===== config.mk =====
export PLATFORM = sky130hd
export DESIGN_NAME = permuter_arbiter
export DESIGN_NICKNAME = d
export VERILOG_FILES = /design/src/rtl/permuter_arbiter.sv
export SDC_FILE = /design/constraint.sdc
export NUM_CORES = 1
export LEC_CHECK = 0
export ABC_CLOCK_PERIOD_IN_PS = 1700
export CAP_MARGIN = 20
export CORE_UTILIZATION = 55
export CTS_CLUSTER_DIAMETER = 30
export DETAILED_ROUTE_END_ITERATION = 10
export DONT_BUFFER_PORTS = 1
export PLACE_DENSITY = 0.82
export SLEW_MARGIN = 5
export SYNTH_ARGS = -nofsm -noshare
export SYNTH_HDL_FRONTEND = slang
export SYNTH_SLANG_ARGS = --single-unit

===== constraint.sdc =====
create_clock -name clk -period 1.7 [get_ports clk]
set_clock_uncertainty 0.05 [all_clocks]
set_input_delay 0.17 -clock clk [delete_from_list [all_inputs] [get_ports clk]]
set_output_delay 0.17 -clock clk [all_outputs]
set_load 0.1 [all_outputs]

===== src/rtl/permuter_arbiter.sv =====
// permuter_arbiter
//   Registered 2x2 arbitration stage for the bufferless permutation network.
//   Two flits arrive per cycle. The older flit wins: the one with the larger
//   priority, or the round-robin pointer's choice on equal priority. The
//   winner is steered onto its preferred output lane and the loser takes the
//   other lane. The permuted pair, their valid bits and the swap decision are
//   registered, so the stage has one cycle of latency and no combinational
//   path from input to output.
//
// Parameters
//   WIDTH     flit width in bits (default `WIDTH_INTERNAL_PV)
//   PRIO_LSB  LSB of the unsigned priority field inside a flit
//   PRIO_W    priority field width
//   PREF_BIT  flit bit naming the preferred output (0 -> out_flit0, 1 -> out_flit1)
//
// Ports
//   clk          rising-edge clock
//   reset_n      asynchronous active-low reset
//   en           stage advance; when low, every register holds
//   in_flit0/1   input flits, lanes 0 and 1
//   in_valid0/1  input valid bits
//   out_flit0/1  registered permuted flits
//   out_valid0/1 registered valid bits, travelling with their flits
//   swap_q       registered swap decision for the current outputs
//   stats_clr    synchronous clear of the deflection counter (works regardless of en)
//   deflect_cnt  saturating 16-bit deflection count
//
// Configuration
//   PERMUTER_STATS_EN  when defined, the deflection counter is built. When it
//                      is undefined, deflect_cnt is tied to zero and stats_clr
//                      is ignored. Arbitration and datapath are identical in
//                      both builds.

`ifndef WIDTH_INTERNAL_PV
`define WIDTH_INTERNAL_PV 32
`endif

module permuter_arbiter #(
  parameter int WIDTH    = `WIDTH_INTERNAL_PV,
  parameter int PRIO_LSB = 0,
  parameter int PRIO_W   = 8,
  parameter int PREF_BIT = WIDTH - 1
) (
  input  logic             clk,
  input  logic             reset_n,
  input  logic             en,
  input  logic [WIDTH-1:0] in_flit0,
  input  logic [WIDTH-1:0] in_flit1,
  input  logic             in_valid0,
  input  logic             in_valid1,
  output logic [WIDTH-1:0] out_flit0,
  output logic [WIDTH-1:0] out_flit1,
  output logic             out_valid0,
  output logic             out_valid1,
  output logic             swap_q,
  input  logic             stats_clr,
  output logic [15:0]      deflect_cnt
);

  logic [PRIO_W-1:0] w_prio0;
  logic [PRIO_W-1:0] w_prio1;
  logic              w_pref0;
  logic              w_pref1;
  logic              w_bothValid;
  logic              w_eqPrio;
  logic              w_winner;
  logic              w_swap;
  logic              w_deflect;

  logic [WIDTH-1:0]  r_outFlit0;
  logic [WIDTH-1:0]  r_outFlit1;
  logic              r_outValid0;
  logic              r_outValid1;
  logic              r_swap;
  logic              r_rrPtr;

  assign w_prio0     = in_flit0[PRIO_LSB +: PRIO_W];
  assign w_prio1     = in_flit1[PRIO_LSB +: PRIO_W];
  assign w_pref0     = in_flit0[PREF_BIT];
  assign w_pref1     = in_flit1[PREF_BIT];
  assign w_bothValid = in_valid0 & in_valid1;
  assign w_eqPrio    = (w_prio0 == w_prio1);

  // A deflection means both flits want the same lane, so the loser is pushed
  // onto the lane it did not ask for.
  assign w_deflect   = w_bothValid & (w_pref0 == w_pref1);

  // Winner selection. With no valid flit the swap is forced to 0, so idle
  // cycles pass the lanes straight through.
  always_comb begin
    w_winner = 1'b0;
    w_swap   = 1'b0;
    if (w_bothValid) begin
      if (w_prio0 > w_prio1) begin
        w_winner = 1'b0;
      end else if (w_prio1 > w_prio0) begin
        w_winner = 1'b1;
      end else begin
        w_winner = r_rrPtr;
      end
    end else if (in_valid1) begin
      w_winner = 1'b1;
    end else begin
      w_winner = 1'b0;
    end
    // Swapping is needed exactly when the winner's preferred lane differs
    // from the lane it arrived on.
    if (in_valid0 | in_valid1) begin
      w_swap = (w_winner ? w_pref1 : w_pref0) ^ w_winner;
    end
  end

  // Output register stage. Invalid flits are permuted like valid ones and are
  // not zeroed, so the valid bits alone qualify the data.
  always_ff @(posedge clk or negedge reset_n) begin
    if (!reset_n) begin
      r_outFlit0  <= '0;
      r_outFlit1  <= '0;
      r_outValid0 <= 1'b0;
      r_outValid1 <= 1'b0;
      r_swap      <= 1'b0;
    end else if (en) begin
      r_outFlit0  <= w_swap ? in_flit1  : in_flit0;
      r_outFlit1  <= w_swap ? in_flit0  : in_flit1;
      r_outValid0 <= w_swap ? in_valid1 : in_valid0;
      r_outValid1 <= w_swap ? in_valid0 : in_valid1;
      r_swap      <= w_swap;
    end
  end

  // Round-robin tie-break pointer. It moves only when it was actually
  // consulted, so unequal-priority traffic does not disturb fairness.
  always_ff @(posedge clk or negedge reset_n) begin
    if (!reset_n) begin
      r_rrPtr <= 1'b0;
    end else if (en && w_bothValid && w_eqPrio) begin
      r_rrPtr <= ~r_rrPtr;
    end
  end

  assign out_flit0  = r_outFlit0;
  assign out_flit1  = r_outFlit1;
  assign out_valid0 = r_outValid0;
  assign out_valid1 = r_outValid1;
  assign swap_q     = r_swap;

`ifdef PERMUTER_STATS_EN
  logic [15:0] r_deflectCnt;

  // Saturating deflection counter. The clear is taken even while the stage is
  // stalled and takes priority over a same-cycle increment.
  always_ff @(posedge clk or negedge reset_n) begin
    if (!reset_n) begin
      r_deflectCnt <= 16'h0000;
    end else if (stats_clr) begin
      r_deflectCnt <= 16'h0000;
    end else if (en && w_deflect && (r_deflectCnt != 16'hFFFF)) begin
      r_deflectCnt <= r_deflectCnt + 16'd1;
    end
  end

  assign deflect_cnt = r_deflectCnt;
`else
  logic w_unused_stats;

  assign w_unused_stats = stats_clr ^ w_deflect;
  assign deflect_cnt    = 16'h0000;
`endif

endmodule


## Yosys cells after proc, flatten, opt, wreduce, memory -nomap -nowiden

Cells that the tools add are included.

| storage, ports and cells | value |
|---|---|
| input bits | 70 |
| register bits after elaboration | 68 |
| output and inout port bits | 83 |
| word-level logic and storage cells | 25 |

| cells by class | value |
|---|---|
| eq/ne operators | 1 |
| magnitude comparators | 2 |
| bitwise gates (word level) | 4 |
| reduce and logical (&&, ||, !) cells | 2 |
| multiplexer cells | 10 |

Operators by type and width:

| operator | number |
|---|---|
| two-way mux 32 bit | 2 |
| > comparator 8 bit | 2 |
| == test 8 bit | 1 |
| two-way mux 1 bit | 8 |
| logical AND 1 bit | 2 |
| AND 1 bit | 1 |
| NOT 1 bit | 1 |
| bitwise OR 1 bit | 1 |
| bitwise XOR 1 bit | 1 |

## Longest topological paths before layout

| depth | value |
|---|---|
| word-level depth | 8 |
| gate-level depth with buffers | 11 |
| mapped depth without buffers | 8 |

## Worst setup path after synthesis

OpenSTA, ideal clock, no wires.

| path | value |
|---|---|
| kind | input port to flip-flop |
| start point | input port in_flit0[1] |
| end point | register r_outFlit1[22], in the netlist out_flit1[22] |
| buffers on the path | 2 |
| stages | 10 |
| required time | 1.509 ns |
| library setup time | 0.141 ns |
| path slack | -0.352 ns |
| arrival time | 1.861 ns |
| cell sequence | inv_1 > ha_1 > nor2b_1 > o211ai_1 > a21o_1 > a31o_1 > buf_2 > buf_2 > a2111oi_1 > a211oi_2 |

| between the ends | value |
|---|---|
| word-level cells in the longest chain between the ends | 8 |
| elaborated cells between the ends (all ways) | 9 |
| those cells by class | order compare: 2; mux: 6; bitwise: 1 |

RTL lines:

| what | RTL line | source |
|---|---|---|
| start: declaration | 47 | `input logic [WIDTH-1:0] in_flit0,` |
| > comparator 8 bit | 96 | `end else if (w_prio1 > w_prio0) begin` |
| two-way mux 1 bit | 96 |  |
| two-way mux 1 bit * | 94 | `if (w_prio0 > w_prio1) begin` |
| two-way mux 1 bit * | 93 | `if (w_bothValid) begin` |
| two-way mux 1 bit | 109 | `w_swap = (w_winner ? w_pref1 : w_pref0) ^ w_winner;` |
| bitwise XOR 1 bit * | 109 |  |
| two-way mux 1 bit * | 108 | `if (in_valid0 \| in_valid1) begin` |
| two-way mux 32 bit * | 124 | `r_outFlit1 <= w_swap ? in_flit0 : in_flit1;` |
| end signal: assignment | 124 |  |
| end: declaration | 71 | `logic [WIDTH-1:0] r_outFlit1;` |

Every way passes the cells marked *; elsewhere a longest branch is shown, timed or not.
A chain may end at the register's enable or synchronous reset.

## Final worst setup path

| path | value |
|---|---|
| start point | register r_rrPtr |
| end point | register r_outFlit1[29], in the netlist out_flit1[29] |

| between the ends | value |
|---|---|
| word-level cells in the longest chain between the ends | 7 |

RTL lines:

| what | RTL line | source |
|---|---|---|
| start: declaration | 75 | `logic r_rrPtr;` |
| start signal: assignment | 137 | `r_rrPtr <= ~r_rrPtr;` |
| two-way mux 1 bit * | 96 |  |
| two-way mux 1 bit * | 94 |  |
| two-way mux 1 bit * | 93 |  |
| two-way mux 1 bit | 109 |  |
| bitwise XOR 1 bit * | 109 |  |
| two-way mux 1 bit * | 108 |  |
| two-way mux 32 bit * | 124 |  |

Marks and branches as above.

==> impl_metrics.json <==
{
  "run_status": "finished with violations",
  "violations": "hold timing, setup timing",
  "syn2layout_area_growth_pct": 60.3,
  "synth_top_area_share_pct": 42.5,
  "gp_congestion": 0.837,
  "synthTopCellsByArea": "dfrtp_1 43%, a2111oi_0 12%, nor2_1 12%",
  "max_slew_margin_pct": 9.68,
  "grt_pass1_wl_mm": 22.4,
  "via_count": 4974,
  "synth-seq-cells": 68,
  "port_buffers": 0,
  "crit_arrival_ps": 3000,
  "final.setup.tns_ps": -11170,
  "finalNonFillerCells": 671,
  "remaining_drc_errors": 0,
  "synth_ff_type": "dfrtp_1",
  "grt_util_met2_pct": 63.4,
  "grt_max_degree": 69,
  "timing.max_cap.violations": 0,
  "nNetsFinal": 649,
  "crit_path_end": "out_flit1[29]",
  "setup_viol": 65,
  "end_kind": "flip-flop",
  "maxSlewViolCount": 0,
  "cts_made_buffers": 9,
  "die_x_um": 87.3,
  "grt_remaining_overflow": 0,
  "gr-usage-met1_pct": 44.8,
  "ios": 153,
  "drive_above_1_share_pct": 36.0,
  "cp_cell_sequence": "nor3_4 -> buf_4 -> a31o_4 -> clkbuf_16 -> a2111oi_1 -> a211oi_1",
  "rsz0062_at_grt": "true",
  "post_drt_wl_per_cell_um": 29.3,
  "cts_tree": "built",
  "criticalPathCategory": "flip-flop to flip-flop",
  "final_cell_mix": "130 x nor2_1, 90 x buf_4, 68 x dfrtp_1",
  "rrSetupSlack_ps": -1230,
  "hold_violations": 77,
  "cts_buffer_depth": 2,
  "synth.distinct_cells": 34,
  "cts.sinks": 68,
  "fin_crit_sh_pct": 172,
  "clk-insertion-delay-late_ps": 360,
  "reg2reg_to": "out_flit1[29]",
  "startpoint": "r_rrPtr",
  "powerDensity_mw_per_mm2": 1120,
  "max_slew.worst_pin.slew_ps": 1350,
  "min_path_type": "primary input to asynchronous set/reset pin",
  "syn_inst": 437,
  "grt_pass1_vias": 4439,
  "clk_pin_slew_ps": 90,
  "drt_iter0_drc": 599,
  "yosysWarnings": 0,
  "finalPower_uw": 7180,
  "crit_slowest_cell": "a2111oi_1",
  "via_per_inst": 7.41,
  "drt_pass1_iterations": 6,
  "required_ps": 1770,
  "wl_mm": 19.7,
  "hold_slack_ps": -561,
  "synthArstFlopShare_pct": 100,
  "max_stage_delay_ps": 1180,
  "ys_seq_area_share_pct": 42.5,
  "fin_crit_ps": 2930,
  "ir_drop_uv": 991,
  "leakage_uw": 0.00243,
  "synth-edff-count": 0,
  "start_util_pct": 57.9,
  "ant_nets": 0,
  "die_h_um": 87.3,
  "worst-path-stages": 6,
  "antenna_found_initial": 0,
  "root_buffer": "clkbuf_8",
  "crit_buf_inv": 2,
  "netlist_area_mm2": 0.00400,
  "placement_rows": 30,
  "timing.final.ws_setup_ps": -1230,
  "busiest_layer": "met2",
  "dpl.hpwl_mm": 7.27,
  "avgSynthCellArea_um2": 9.15,
  "die_area_mm2": 0.00762,
  "r2r_start": "r_rrPtr",
  "htree_levels": 3,
  "dp.cells": 579,
  "cp_max_fo": 10,
  "grt_use_met3_pct": 9.86,
  "timing.fmax_mhz": 341,
  "core_area_mm2": 0.00691,
  "fin_util_pct": 92.9,
  "grt_usage_pct": 38.3,
  "critPathTopFamily": "compound AO/OA/AOI/OAI gates",
  "final_common_cell": "nor2_1",
  "r2r_cells": 6,
  "antennaDiodeCount": 0,
  "yosysTopAreaCell": "dfrtp_1",
  "startpoint_type": "flip-flop"
}
[registers in the layout, indices dropped and copies added (netlist names)]
name / cells
out_flit0: 32
r_rrPtr: 1
swap_q: 1
out_valid1: 1
out_valid0: 1
out_flit1: 32
[per-stage QoR]
step                      worst slack, ps  instance area [um2]
after detailed placement             -508                 4850
after CTS                           -56.2                 5730
after global routing                -1280                 6410
after floorplan                      -253                 4300
final                               -1230                 6410
after global placement               -390                 4850
[where the power goes]
group / switching (uW) / internal [uW]
sequential: 195 / 1850
combinational: 2840 / 919
clock: 686 / 682
total: 3720 / 3450
[layout make-up]
type / instances / area (um2)
well taps: 96 / 120
clock inverters: 1 / 5.00
fillers: 224 / 493
multi-input cells: 307 / 2650
repair buffers: 172 / 1680
inverters: 13 / 71.3
clock buffers: 14 / 183
flip-flops and latches: 68 / 1700
[worst min-delay path by stage]
stage / startpoint / end / cells after the start
after floorplan: reset_n / out_flit0[0] / 0
after global placement: reset_n / out_flit0[31] / 0
after detailed placement: reset_n / out_flit1[31] / 0
after CTS: reset_n / out_flit1[5] / 0
after global routing: reset_n / out_flit0[23] / 0
final: reset_n / out_flit0[23] / 0
[kinds of logic (layout without fill, tap and decap cells)]
logic type      count (synthesis)  count (layout)  share of synthesized area (%)
compound gates                141             141                           30.2
other cells                     1              16                         0.0937
mux                             2               2                          0.532
fa+ha+maj                       8               8                           2.50
simple gates                  139             139                           13.6
flops                          68              68                           42.5
xor+xnor                        1               1                          0.219
buf+inv                        77             200                           10.3
[per-layer routing]
layer,vias to the layer above,part of all wire (%)
met3,179,13
met2,556,46
met4,0,8.1
met5,-,0
met1,2370,32
li1,1869,-
[timing repair]
item / 4_1_cts / 5_1_grt
hold buffers: 59 / 4
buffers inserted: 1 / 8
hold endpoints to repair: 132 / 72
setup endpoints to repair: 56 / 65
gates cloned: 0 / 5
gates resized for setup: 21 / 99
pin swaps: 9 / 10
[Yosys cell counts, types with 4 or more instances]
library cell / instances
buf_4: 17
clkbuf_1: 36
a21oi_1: 4
a211oi_2: 8
buf_2: 4
nor2_1: 130
ha_1: 8
a2111oi_2: 5
a2111oi_0: 56
inv_1: 12
a211oi_1: 54
buf_6: 7
dfrtp_1: 68
Power figures use the tool's default switching activity.
